--- config.mk ---
export PLATFORM = sky130hd
export DESIGN_NAME = alu_issue
export DESIGN_NICKNAME = d
export VERILOG_FILES = /design/src/rtl/alu_pkg.sv /design/src/rtl/alu_ctrl_dec.sv /design/src/rtl/alu_issue.sv
export SDC_FILE = /design/constraint.sdc
export NUM_CORES = 1
export LEC_CHECK = 0
export ABC_AREA = 1
export BUFFER_PORTS_ARGS = -buffer_cell sky130_fd_sc_hd__buf_2
export CAP_MARGIN = 20
export CORE_UTILIZATION = 29
export DETAILED_ROUTE_END_ITERATION = 10
export PLACE_DENSITY = 0.59
export SLEW_MARGIN = 20
export SYNTH_ARGS = -nofsm -noshare
export SYNTH_HDL_FRONTEND = slang
export SYNTH_SLANG_ARGS = --single-unit
--- constraint.sdc ---
create_clock -name i_clk -period 1.84 [get_ports i_clk]
set_input_delay 0.184 -clock i_clk [delete_from_list [all_inputs] [get_ports i_clk]]
set_output_delay 0.184 -clock i_clk [all_outputs]
set_load 0.01 [all_outputs]
--- src/rtl/alu_pkg.sv ---
// rtl/alu_pkg.sv - shared ALU control codes, opcode/funct constants and decoded-beat struct
package alu_pkg;

    // ALU control codes presented to the execute stage
    localparam logic [3:0] ALU_AND     = 4'b0000;
    localparam logic [3:0] ALU_OR      = 4'b0001;
    localparam logic [3:0] ALU_ADD     = 4'b0010;
    localparam logic [3:0] ALU_SUB     = 4'b0110;
    localparam logic [3:0] ALU_SLT     = 4'b0111;
    localparam logic [3:0] ALU_SLTU    = 4'b1000;
    localparam logic [3:0] ALU_SLL     = 4'b1001;
    localparam logic [3:0] ALU_SRA     = 4'b1010;
    localparam logic [3:0] ALU_SRL     = 4'b1011;
    localparam logic [3:0] ALU_XOR     = 4'b1101;
    localparam logic [3:0] ALU_ILLEGAL = 4'b1111;

    // Opcodes
    localparam logic [5:0] OP_RTYPE = 6'h00;
    localparam logic [5:0] OP_BEQ   = 6'h04;
    localparam logic [5:0] OP_BNE   = 6'h05;
    localparam logic [5:0] OP_ADDI  = 6'h08;
    localparam logic [5:0] OP_ADDIU = 6'h09;
    localparam logic [5:0] OP_SLTI  = 6'h0A;
    localparam logic [5:0] OP_SLTIU = 6'h0B;
    localparam logic [5:0] OP_ANDI  = 6'h0C;
    localparam logic [5:0] OP_ORI   = 6'h0D;
    localparam logic [5:0] OP_XORI  = 6'h0E;
    localparam logic [5:0] OP_LW    = 6'h23;
    localparam logic [5:0] OP_SW    = 6'h2B;

    // R-type funct codes
    localparam logic [5:0] FN_SLL  = 6'h00;
    localparam logic [5:0] FN_SRL  = 6'h02;
    localparam logic [5:0] FN_SRA  = 6'h03;
    localparam logic [5:0] FN_ADD  = 6'h20;
    localparam logic [5:0] FN_ADDU = 6'h21;
    localparam logic [5:0] FN_SUB  = 6'h22;
    localparam logic [5:0] FN_SUBU = 6'h23;
    localparam logic [5:0] FN_AND  = 6'h24;
    localparam logic [5:0] FN_OR   = 6'h25;
    localparam logic [5:0] FN_XOR  = 6'h26;
    localparam logic [5:0] FN_SLT  = 6'h2A;
    localparam logic [5:0] FN_SLTU = 6'h2B;

    // Operand selects produced by the decoder
    localparam logic [1:0] B_SEL_REG  = 2'd0;
    localparam logic [1:0] B_SEL_SEXT = 2'd1;
    localparam logic [1:0] B_SEL_ZEXT = 2'd2;
    localparam logic       A_SEL_RS   = 1'b0;
    localparam logic       A_SEL_RT   = 1'b1;

    typedef struct packed {
        logic [3:0]  alu_ctrl;
        logic [31:0] a;
        logic [31:0] b;
        logic [4:0]  rd;
        logic        wr_en;
        logic        illegal;
    } beat_t;

endpackage

--- src/rtl/alu_ctrl_dec.sv ---
// rtl/alu_ctrl_dec.sv - combinational opcode/funct decoder for the ALU issue stage
// Ports:
//   instr    in  32  instruction word
//   alu_ctrl out 4   ALU control code (1111 when undecodable)
//   b_sel    out 2   operand B source: register / sign-extended / zero-extended immediate
//   a_sel    out 1   operand A source: rs / rt
//   rd       out 5   destination register
//   wr_en    out 1   register write enable
//   illegal  out 1   instruction is not decodable
module alu_ctrl_dec
    import alu_pkg::*;
(
    input  logic [31:0] instr,
    output logic [3:0]  alu_ctrl,
    output logic [1:0]  b_sel,
    output logic        a_sel,
    output logic [4:0]  rd,
    output logic        wr_en,
    output logic        illegal
);

    logic [5:0] opcode;
    logic [5:0] funct;
    logic       unused_fields;

    assign opcode = instr[31:26];
    assign funct  = instr[5:0];
    // rs index and shamt are not needed here: operands arrive as data, and
    // shamt reaches the ALU through the sign-extended immediate on B.
    assign unused_fields = ^{instr[25:21], instr[10:6]};

    always_comb begin
        alu_ctrl = ALU_ILLEGAL;
        b_sel    = B_SEL_REG;
        a_sel    = A_SEL_RS;
        rd       = '0;
        wr_en    = 1'b0;
        illegal  = 1'b1;
        case (opcode)
            OP_RTYPE: begin
                rd      = instr[15:11];
                wr_en   = 1'b1;
                illegal = 1'b0;
                case (funct)
                    FN_ADD, FN_ADDU: alu_ctrl = ALU_ADD;
                    FN_SUB, FN_SUBU: alu_ctrl = ALU_SUB;
                    FN_AND:          alu_ctrl = ALU_AND;
                    FN_OR:           alu_ctrl = ALU_OR;
                    FN_XOR:          alu_ctrl = ALU_XOR;
                    FN_SLT:          alu_ctrl = ALU_SLT;
                    FN_SLTU:         alu_ctrl = ALU_SLTU;
                    FN_SLL, FN_SRL, FN_SRA: begin
                        alu_ctrl = (funct == FN_SLL) ? ALU_SLL :
                                   (funct == FN_SRL) ? ALU_SRL : ALU_SRA;
                        a_sel    = A_SEL_RT;
                        b_sel    = B_SEL_SEXT;
                    end
                    default: begin
                        rd      = '0;
                        wr_en   = 1'b0;
                        illegal = 1'b1;
                    end
                endcase
            end
            OP_ADDI, OP_ADDIU, OP_SLTI, OP_SLTIU, OP_LW: begin
                alu_ctrl = (opcode == OP_SLTI)  ? ALU_SLT  :
                           (opcode == OP_SLTIU) ? ALU_SLTU : ALU_ADD;
                b_sel    = B_SEL_SEXT;
                rd       = instr[20:16];
                wr_en    = 1'b1;
                illegal  = 1'b0;
            end
            OP_ANDI, OP_ORI, OP_XORI: begin
                alu_ctrl = (opcode == OP_ANDI) ? ALU_AND :
                           (opcode == OP_ORI)  ? ALU_OR  : ALU_XOR;
                b_sel    = B_SEL_ZEXT;
                rd       = instr[20:16];
                wr_en    = 1'b1;
                illegal  = 1'b0;
            end
            OP_SW: begin
                alu_ctrl = ALU_ADD;
                b_sel    = B_SEL_SEXT;
                illegal  = 1'b0;
            end
            OP_BEQ, OP_BNE: begin
                alu_ctrl = ALU_SUB;
                illegal  = 1'b0;
            end
            default: ;
        endcase
    end

endmodule

--- src/rtl/alu_issue.sv ---
// rtl/alu_issue.sv - ALU issue stage: decode, operand select and registered ID/EX handshake
// Build option: ALU_ISSUE_SKID_EN adds a skid register behind the output register
// (registered o_ready); without it a single output register is used.
// Ports:
//   i_clk, i_rst_n         clock, asynchronous active-low reset
//   i_valid / o_ready      upstream handshake
//   i_instr                instruction word
//   i_rs_data, i_rt_data   GPR[rs], GPR[rt]
//   i_flush                discard all held and incoming beats
//   o_valid / i_ready      downstream (execute) handshake
//   o_ALUctrl, o_A, o_B    ALU control code and operands
//   o_rd, o_wr_en          destination register and write enable
//   o_illegal              instruction is not decodable
module alu_issue
    import alu_pkg::*;
#(
    parameter int DATA_W = 32,
    parameter int REG_AW = 5
)
(
    input  logic              i_clk,
    input  logic              i_rst_n,
    input  logic              i_valid,
    output logic              o_ready,
    input  logic [31:0]       i_instr,
    input  logic [DATA_W-1:0] i_rs_data,
    input  logic [DATA_W-1:0] i_rt_data,
    input  logic              i_flush,
    output logic              o_valid,
    input  logic              i_ready,
    output logic [3:0]        o_ALUctrl,
    output logic [DATA_W-1:0] o_A,
    output logic [DATA_W-1:0] o_B,
    output logic [REG_AW-1:0] o_rd,
    output logic              o_wr_en,
    output logic              o_illegal
);

    logic [3:0] dec_alu_ctrl;
    logic [1:0] dec_b_sel;
    logic       dec_a_sel;
    logic [4:0] dec_rd;
    logic       dec_wr_en;
    logic       dec_illegal;

    alu_ctrl_dec u_dec (
        .instr    (i_instr),
        .alu_ctrl (dec_alu_ctrl),
        .b_sel    (dec_b_sel),
        .a_sel    (dec_a_sel),
        .rd       (dec_rd),
        .wr_en    (dec_wr_en),
        .illegal  (dec_illegal)
    );

    beat_t in_beat;
    beat_t m_beat;
    logic  m_valid;
    logic  accept;

    // Undecodable beats carry zero operands so nothing stale leaks downstream.
    always_comb begin
        in_beat          = '0;
        in_beat.alu_ctrl = dec_alu_ctrl;
        in_beat.rd       = dec_rd;
        in_beat.wr_en    = dec_wr_en;
        in_beat.illegal  = dec_illegal;
        if (!dec_illegal) begin
            in_beat.a = (dec_a_sel == A_SEL_RT) ? i_rt_data : i_rs_data;
            case (dec_b_sel)
                B_SEL_SEXT: in_beat.b = {{16{i_instr[15]}}, i_instr[15:0]};
                B_SEL_ZEXT: in_beat.b = {16'h0000, i_instr[15:0]};
                default:    in_beat.b = i_rt_data;
            endcase
        end
    end

    assign accept = i_valid && o_ready;

`ifdef ALU_ISSUE_SKID_EN
    beat_t s_beat;
    logic  s_valid;

    assign o_ready = !s_valid;

    // Skid only fills while the main register is stalled, and always drains
    // into main before upstream is allowed to send again.
    always_ff @(posedge i_clk or negedge i_rst_n) begin
        if (!i_rst_n) begin
            m_valid <= 1'b0;
            m_beat  <= '0;
            s_valid <= 1'b0;
            s_beat  <= '0;
        end else if (i_flush) begin
            m_valid <= 1'b0;
            s_valid <= 1'b0;
        end else if (!m_valid || i_ready) begin
            if (s_valid) begin
                m_beat  <= s_beat;
                m_valid <= 1'b1;
                s_valid <= 1'b0;
            end else begin
                m_valid <= accept;
                if (accept) begin
                    m_beat <= in_beat;
                end
            end
        end else if (accept) begin
            s_beat  <= in_beat;
            s_valid <= 1'b1;
        end
    end
`else
    assign o_ready = !m_valid || i_ready;

    always_ff @(posedge i_clk or negedge i_rst_n) begin
        if (!i_rst_n) begin
            m_valid <= 1'b0;
            m_beat  <= '0;
        end else if (i_flush) begin
            m_valid <= 1'b0;
        end else if (accept) begin
            m_beat  <= in_beat;
            m_valid <= 1'b1;
        end else if (i_ready) begin
            m_valid <= 1'b0;
        end
    end
`endif

    assign o_valid   = m_valid;
    assign o_ALUctrl = m_beat.alu_ctrl;
    assign o_A       = m_beat.a;
    assign o_B       = m_beat.b;
    assign o_rd      = m_beat.rd;
    assign o_wr_en   = m_beat.wr_en;
    assign o_illegal = m_beat.illegal;

endmodule
# Yosys cells after proc, flatten, opt, wreduce, memory -nomap -nowiden
# Cells that the tools add are included.
totals:
  regBits: 76
  input_bits: 101
  out_inout_bits: 77
  elab_cells: 73
classes:
  eq_ne: 24
  n_mux: 24
  n_bitwise: 1
  reduce_logical: 17
ops:
  columns: ["op", "n"]
  rows:
  - ["equality test 6 bit, second input constant", 11]
  - ["two-way mux 64 bit", 1]
  - ["case mux 32 bit (2 select lines)", 1]
  - ["equality test 6 x 4 -> 1 bit, second input constant", 7]
  - ["two-way mux 32 bit", 1]
  - ["case mux 4 bit (8 select lines)", 1]
  - ["two-way mux 4 bit", 5]
  - ["case mux 4 bit (5 select lines)", 1]
  - ["equality test 6 x 2 -> 1 bit, second input constant", 2]
  - ["equality test 6 x 3 -> 1 bit, second input constant", 2]
  - ["logical NOT 6 bit", 2]
  - ["OR reduction 12 bit", 1]
  - ["OR reduction 11 bit", 1]
  - ["case mux 5 bit (2 select lines)", 1]
  - ["two-way mux 1 bit", 9]
  - ["OR reduction 8 bit", 1]
  - ["case mux 2 bit (3 select lines)", 1]
  - ["OR reduction 2 bit", 3]
  - ["OR reduction 3 bit", 2]
  - ["OR reduction 6 bit", 1]
  - ["two-way mux 5 bit", 1]
  - ["OR reduction 5 bit", 1]
  - ["case mux 1 bit (2 select lines)", 2]
  - ["nonzero test 3 bit", 1]
  - ["other kinds (7)", 7]

# Logic depth before layout (Yosys ltp)
# Gate-level depths: netlist of the first run.
depth:
  depth_word: 7
  depth_mapped: 15
  depth_no_buf: 12

# Cells and area by module
# From an unflattened synthesis of the first run, not the netlist that was laid out.
hier_totals:
  hier_cells: 669
  hier_area_um2: 4428.0
by_module_without_submodules:
  columns: ["module", "n_inst", "cells_per_inst", "area_each_um2", "seq_area_each_um2"]
  rows:
  - ["alu_issue", 1, 560, 3878.7, 1901.8]
  - ["alu_ctrl_dec", 1, 109, 549.3, 0.0]

# Worst setup path after synthesis of the first run
# OpenSTA, ideal clock, no wires.
synth_path:
  kind: "input -> register"
  start: "input i_instr[29]"
  end: "register m_beat, in the netlist o_B[12]"
  setup_ns: 0.121
  arrival_ns: 2.174
  required_time_ns: 1.719
  path_slack_ns: -0.455
  stages: 14
  n_path_buf: 4
  path_cell_list: "nor2_1 nand3_2 or2_1 buf_6 buf_4 nand3_1 inv_1 ha_1 or2_2 clkbuf_1 clkbuf_1 nand3_1 o21a_1 o21ai_1"
synth_between:
  elab_chain_cells: 6
  word_cells_on_any_way: 21
  cone_classes: "eq/ne (13); mux (4); reduce/logical (4)"
synth_rtl:
  columns: ["item", "line_no", "rtl"]
  rows:
  - ["start, declared", "alu_issue.sv:25", "input logic [31:0] i_instr,"]
  - ["equality test 6 x 4 -> 1 bit or equality test 6 bit (tied branches)", "alu_ctrl_dec.sv:39", "case (opcode)"]
  - ["OR reduction 6 bit (no line) or OR reduction 3 bit (tied branches)", null, null]
  - ["case mux 2 bit (3 select lines)", "alu_ctrl_dec.sv:39", null]
  - ["equality test 2 bit or equality test 2 x 1 -> 1 bit (tied branches)", "alu_issue.sv:70", "case (dec_b_sel)"]
  - ["case mux 32 bit (2 select lines)", "alu_issue.sv:70", null]
  - ["two-way mux 64 bit *", "alu_issue.sv:68", "if (!dec_illegal) begin"]
  - ["end signal, assigned", "alu_issue.sv:123", "m_beat <= in_beat;"]
  - ["end, declared", "alu_issue.sv:57", "beat_t m_beat;"]
# Every way passes the cells marked *; elsewhere a longest branch is shown, timed or not.
# A chain may end at the register's enable or synchronous reset.

# Final worst setup path of the first run
layout_path:
  start: "input i_instr[4]"
  end: "register m_beat, in the netlist o_B[14]"
layout_between:
  elab_chain_cells: 7
  word_cells_on_any_way: 22
  cone_classes: "eq/ne (13); mux (6); reduce/logical (3)"
layout_rtl:
  columns: ["item", "line_no", "rtl"]
  rows:
  - ["equality test 6 x 2 -> 1 bit or logical NOT 6 bit (tied branches)", "alu_ctrl_dec.sv:44", "case (funct)"]
  - ["OR reduction 3 bit", null, null]
  - ["two-way mux 1 bit", "alu_ctrl_dec.sv:44", null]
  - ["case mux 2 bit (3 select lines)", "alu_ctrl_dec.sv:39", null]
  - ["equality test 2 bit or equality test 2 x 1 -> 1 bit (tied branches)", "alu_issue.sv:70", null]
  - ["case mux 32 bit (2 select lines)", "alu_issue.sv:70", null]
  - ["two-way mux 64 bit *", "alu_issue.sv:68", null]
# Marked as above.

==> results of run 1 <==
## synth_stat cells, drive strengths merged
| master | instances | area share [%] |
|---|---|---|
| a21oi | 22 | 2.7 |
| a22oi | 2 | 0.37 |
| a31oi | 1 | 0.16 |
| buf | 12 | 3.1 |
| clkbuf | 18 | 1.7 |
| clkinv | 1 | 0.093 |
| dfrtp | 76 | 47 |
| ha | 2 | 0.62 |
| inv | 56 | 5.2 |
| nand2 | 137 | 13 |
| nand3 | 38 | 5.4 |
| nand4 | 2 | 0.31 |
| nor2 | 42 | 4.2 |
| nor3 | 5 | 0.74 |
| o211ai | 1 | 0.19 |
| o21a | 16 | 3.0 |
| o21ai | 96 | 12 |
| or2 | 2 | 0.31 |
## state kept, by name, indices dropped and copies added (netlist names)
name,count
o_A,32
o_ALUctrl,4
o_B,32
o_illegal,1
o_rd,5
o_valid,1
o_wr_en,1
## area by class of cell
class	instances	area (um^2)	area share (%)
inverter	57	215	3.85
sequential	76	1900	34.1
timing repair buffer	201	1130	20.3
clock buffer	9	225	4.03
tap	176	220	3.94
multi-input combinational	366	1790	32.0
clock inverter	7	98.8	1.77
## path summary, 6_finish.rpt
kind	cells past startpoint	slack, ns	to	from
max	11	0.21	o_B[14]	i_instr[4]
min	2	0.01	o_valid	i_flush
max reg2reg	7	0.30	o_A[18]	o_valid
min reg2reg	2	0.48	o_B[13]	o_B[13]
max in group asynchronous	3	0.86	o_A[20]	i_rst_n
min in group asynchronous	2	0.36	o_A[7]	i_rst_n
## cell families after synthesis
logic type | synth area share [%]
flops | 47.1
fa+ha+maj | 0.620
buf+inv | 10.0
simple gates | 23.8
compound gates | 18.4
## power by group through the flow
stage	combinational (uW)	sequential [uW]	clock (uW)
6_report	816	1880	1950
5_1_grt	916	1900	2070
4_1_cts	828	1880	2000
3_5_place_dp	822	1910	0
3_3_place_gp	811	1910	0
2_1_floorplan	338	1980	0
## per-stage QoR
stage | instances | cell area, um^2 | power [uW]
3_5_place_dp | 875 | 5250 | 2730
3_3_place_gp | 875 | 5250 | 2720
6_report | 892 | 5580 | 4650
2_1_floorplan | 529 | 4150 | 2320
5_1_grt | 892 | 5580 | 4880
4_1_cts | 892 | 5580 | 4710
## metal layers
layer	global-route usage (%)	wire length (um)
met2	29.2	5770
met3	3.80	847
met4	6.88	227
met5	0	13
met1	23.7	5680
## layout by cell type, fill, tap and decap left out, types with 2 or more instances in the layout
cell type / instances
o21ai_0: 26
dfrtp_1: 76
clkinv_2: 2
o21ai_1: 69
nor3_1: 4
buf_4: 25
nor2_2: 4
nand4_1: 2
bufinv_16: 2
o21a_1: 16
a22oi_1: 2
nand3_1: 25
a21oi_1: 22
inv_1: 53
nand2_2: 3
inv_2: 3
inv_6: 2
buf_2: 171
clkbuf_16: 9
nand2_1: 134
buf_12: 4
nand3_2: 12
nor2_1: 37
## repair_timing
item	4_1_cts	5_1_grt
endpoints found under the hold margin	33	0
gates resized for setup	0	0
hold buffers	1	0
==> out/qor.yml, run 1 <==
finish:
  drive_above_1_share_pct: 34.4
  num_antenna_cells: 0
  syn_to_final_growth_pct: 38.4
  fin_nets: 814
  fin_util_pct: 41.7
  fill_cells: 1380
floorplan:
  die_area_mm2: 0.0144
  core_area_mm2: 0.0134
  row_count: 42
  initial_core_util_pct: 30.1
  die_height_um: 120
  ios: 178
  die_w_um: 120
job:
  drv_cap: 0
timing:
  hold_viol_final: 0
  rsz0062_at_grt: "false"
  max_slew.worst_pin.slew_ns: 0.645
  slew_violations: 0
  final.setup.tns_ns: 0
  finalClockSkew_ns: 0.00770
  relSlewSlack_pct: 57.0
  fmax_mhz: 612
  period_share_pct: 88.7
  fin_crit_ns: 1.63
  finalSetupViolations: 0
  whs_ns: 0.0140
  setup_ws_ns: 0.207
synthesis:
  syn-cell-area_mm2: 0.00404
  syn_nets: 632
  yosys_warnings: 0
  synth_seq_cells: 76
  ys_types: 29
  synthCells: 529
  yosysSeqAreaShare_pct: 47.1
  syn_avg_cell_area_um2: 7.63
power_and_ir_drop:
  combPwrFrac_pct: 17.5
  p_sw_uw: 1300
  seqPwrFrac_pct: 40.5
  ir_drop_mv: 0.412
  internal_power_uw: 3350
  p_leak_uw: 0.00306
  clkPwrFrac_pct: 42.0
  power_density_mw_per_mm2: 834
  swShare_pct: 28.0
route:
  detail_route.wl_per_cell_um: 14.1
  vias: 4241
  drtAntennaViolNets: 0
  dr.pass1.iters: 4
  vias_per_cell: 4.75
  drt_iter0_markers: 170
  routed_wirelength_mm: 12.5
  drc_errors: 0
critical_path:
  crit_top_cell: "nand3_2"
  slowest_delay_ns: 0.33
  cp_num_buf_inv: 3
  crit_type: "in2reg"
  crit_arrival_ns: 1.90
  setup.worst_path.start_class: "primary input"
  path_cells: "buf_2 > nor2_1 > nand3_1 > or2_2 > nand3_2 > ha_1 > clkinv_2 > buf_12 > nand3_2 > o21a_1 > o21ai_1"
  worst_ep_required_time_ns: 2.11
  path_max_fanout: 32
  critPathCaptureType: "flop"
  crit_family: "simple AND/OR/NAND/NOR gates"
  slowest_stage: "or2_2"
cts:
  path_clk_slew_ns: 0.06
  cts_tree: "built"
  clockBufferDepth: 2
  cts_buffers: 9
  cts.sink_count: 76
  h-tree-depth: 3
  clockRootBuffer: "clkbuf_16"
  cts_setup_buffers: 0
  clk_latency_ns: 0.35
place:
  dp_slack_ns: -0.149
  place_hpwl_mm: 9.18
  portBuffers: 172
  gp_congestion: 0.834
global_routing:
  grt_pass1_wl_mm: 20.6
  grt_pass1_vias: 4185
  antenna_found_initial: 1
  track_usage_pct: 18.1
  grt_max_degree: 65
  globalRouteOverflowTotal: 0
status:
  outcome: "completed"
worst_hold_path:
  hold_path.class: "in2reg"
No activity file was read; power rests on OpenSTA's default activity.
==> inputs of run 2 (changes only) <==
- PLACE_DENSITY: 0.59 -> not set
- RECOVER_POWER: not set -> 25
==> out/qor.yml, run 2 (synthesized netlist as in run 1, its figures left out) <==
status:
  outcome: "completed"
power_and_ir_drop:
  p_sw_uw: 1250  # -3.8%
  clkPwrFrac_pct: 39.5  # -2.5 points
  internal_power_uw: 3210  # -4.2%
  power_density_mw_per_mm2: 797  # -4.3%
  seqPwrFrac_pct: 42.1  # +1.6 points
  swShare_pct: 28.0  # +0.074 points
  combPwrFrac_pct: 18.3  # +0.8 points
  ir_drop_mv: 0.372  # -9.6%
  p_leak_uw: 0.00307  # +0.37%
route:
  dr.pass1.iters: 5  # +1
  routed_wirelength_mm: 12.0  # -3.9%
  vias: 4086  # -3.7%
  drt_iter0_markers: 206  # +21%
  detail_route.wl_per_cell_um: 13.4  # -4.3%
  drtAntennaViolNets: 0  # unchanged
  drc_errors: 0  # unchanged
  vias_per_cell: 4.56  # -4.1%
place:
  gp_congestion: 0.825  # -1.1%
  place_hpwl_mm: 8.81  # -4.0%
  place_inst: 878  # +0.34%
  dp_slack_ns: -0.0879  # +0.0615 ns
  portBuffers: 172  # unchanged
timing:
  period_share_pct: 86.7  # -2.0 points
  hold_viol_final: 0  # unchanged
  fin_crit_ns: 1.60  # -0.0371 ns
  max_slew.worst_pin.slew_ns: 0.656  # +0.0106 ns
  rsz0062_at_grt: "false"
  setup_ws_ns: 0.244  # +0.0371 ns
  slew_violations: 0  # unchanged
  relSlewSlack_pct: 56.3  # -0.71 points
  whs_ns: 0.107  # +0.0927 ns
  final.setup.tns_ns: 0  # unchanged
  finalClockSkew_ns: 0.00371  # -0.00399 ns
  finalSetupViolations: 0  # unchanged
  fmax_mhz: 627  # +2.3%
cts:
  clk_latency_ns: 0.34  # about the same
  path_clk_slew_ns: 0.06  # about the same
  cts_setup_buffers: 0  # unchanged
  clockRootBuffer: "clkbuf_16"
  cts.sink_count: 76  # unchanged
  h-tree-depth: 3  # unchanged
  clockBufferDepth: 2  # unchanged
  cts_tree: "built"
  cts_buffers: 9  # unchanged
floorplan:
  die_area_mm2: 0.0144  # unchanged
  core_area_mm2: 0.0134  # unchanged
  die_w_um: 120  # unchanged
  die_height_um: 120  # unchanged
  initial_core_util_pct: 30.1  # unchanged
  ios: 178  # unchanged
  row_count: 42  # unchanged
finish:
  drive_above_1_share_pct: 34.4  # +0.087 points
  final_cell_mix: "buf_2 (171), nand2_1 (134), dfrtp_1 (76), o21ai_1 (69), inv_1 (53)"
  fin_util_pct: 41.8  # +0.10 points
  num_antenna_cells: 0  # unchanged
  final_common_cell: "buf_2"
  fill_cells: 1417  # +2.7%
  regArea_mm2: 0.00190  # unchanged
  final_cells: 896  # +0.45%
  multi_input_area_mm2: 0.00179  # unchanged
  syn_to_final_growth_pct: 38.7
  fin_nets: 818  # +0.49%
global_routing:
  grt_pass1_vias: 3869  # -7.6%
  grt_pass1_wl_mm: 19.5  # -5.2%
  globalRouteOverflowTotal: 0  # unchanged
  grt_max_degree: 73  # +12%
  antenna_found_initial: 0  # -1
  track_usage_pct: 17.6  # -0.55 points
critical_path:
  cp_num_buf_inv: 4  # +1
  path_cells: "dlygate4sd3_1 > buf_2 > nor3_2 > inv_2 > nor2_1 > nand2_2 > buf_12 > o21ai_0"
  crit_type: "in2reg"
  worst_ep_required_time_ns: 2.09  # -0.02 ns
  crit_family: "buffers and inverters"
  setup.worst_path.start_class: "primary input"
  r2r_cells: 8  # +1
  slowest_stage: "dlygate4sd3_1"
  critPathCaptureType: "flop"
  slowest_delay_ns: 0.53  # +0.20 ns
  cp.depth: 8  # -3
  crit_arrival_ns: 1.85  # -0.05 ns
  path_max_fanout: 28  # -13%
job:
  drv_cap: 0  # unchanged
worst_hold_path:
  hold_path.class: "in2reg"
  whs_path_depth: 3  # +1
## run 2: timing repair
action / 4_1_cts / 5_1_grt
endpoints found under the setup margin: 0 / 2
hold endpoints to repair: 24 / 0
hold buffers: 2 / 0
gates resized for setup: 0 / 1
## run 2: power groups by stage
stage                     sequential (uW)  combinational (uW)  clock [uW]
after floorplan                      1980                 338           0
after global placement               1910                 827           0
after detailed placement             1910                 829           0
after CTS                            1880                 835        1820
after global routing                 1900                 918        1890
final                                1880                 818        1760
## run 2: routing by layer
layer / wire [um] / global-route usage [%] / up-vias
met5: 0 / 0 / -
met2: 5420 / 26.7 / 119
met3: 747 / 4.09 / 11
met1: 5740 / 24.0 / 1867
li1: - / - / 2089
met4: 138 / 6.80 / 0
## run 2: path summary, 6_finish.rpt
check | startpoint | end | slack, ns
setup reg to reg | o_valid | o_A[1] | 0.34
hold reg to reg | o_ALUctrl[1] | o_ALUctrl[1] | 0.47
min in group asynchronous | i_rst_n | o_A[9] | 0.41
hold / removal | i_valid | o_valid | 0.11
setup / recovery | i_flush | o_A[1] | 0.24
max in group asynchronous | i_rst_n | o_B[30] | 0.46
## run 2: worst register-to-register path, cell delays in order, from the launching register on
cell,delay [ns]
dfrtp_1,0.37
inv_1,0.05
nor2_1,0.05
nor3_2,0.16
inv_2,0.07
nor2_1,0.16
nand2_2,0.16
buf_12,0.21
o21ai_0,0.18
## run 2: area by class of cell
cell class                      count  share of cell area (%)
Sequential cell                    76                    34.0
Clock buffer                       10                    4.09
Tap cell                          176                    3.93
Multi-Input combinational cell    366                    31.9
Clock inverter                      6                    1.16
Timing Repair Buffer              205                    21.0
Inverter                           57                    3.85
## run 2: through the flow
stage	total power [uW]	area (um^2)
6_report	4460	5600
3_3_place_gp	2730	5300
3_5_place_dp	2740	5300
4_1_cts	4530	5610
2_1_floorplan	2320	4150
5_1_grt	4710	5600
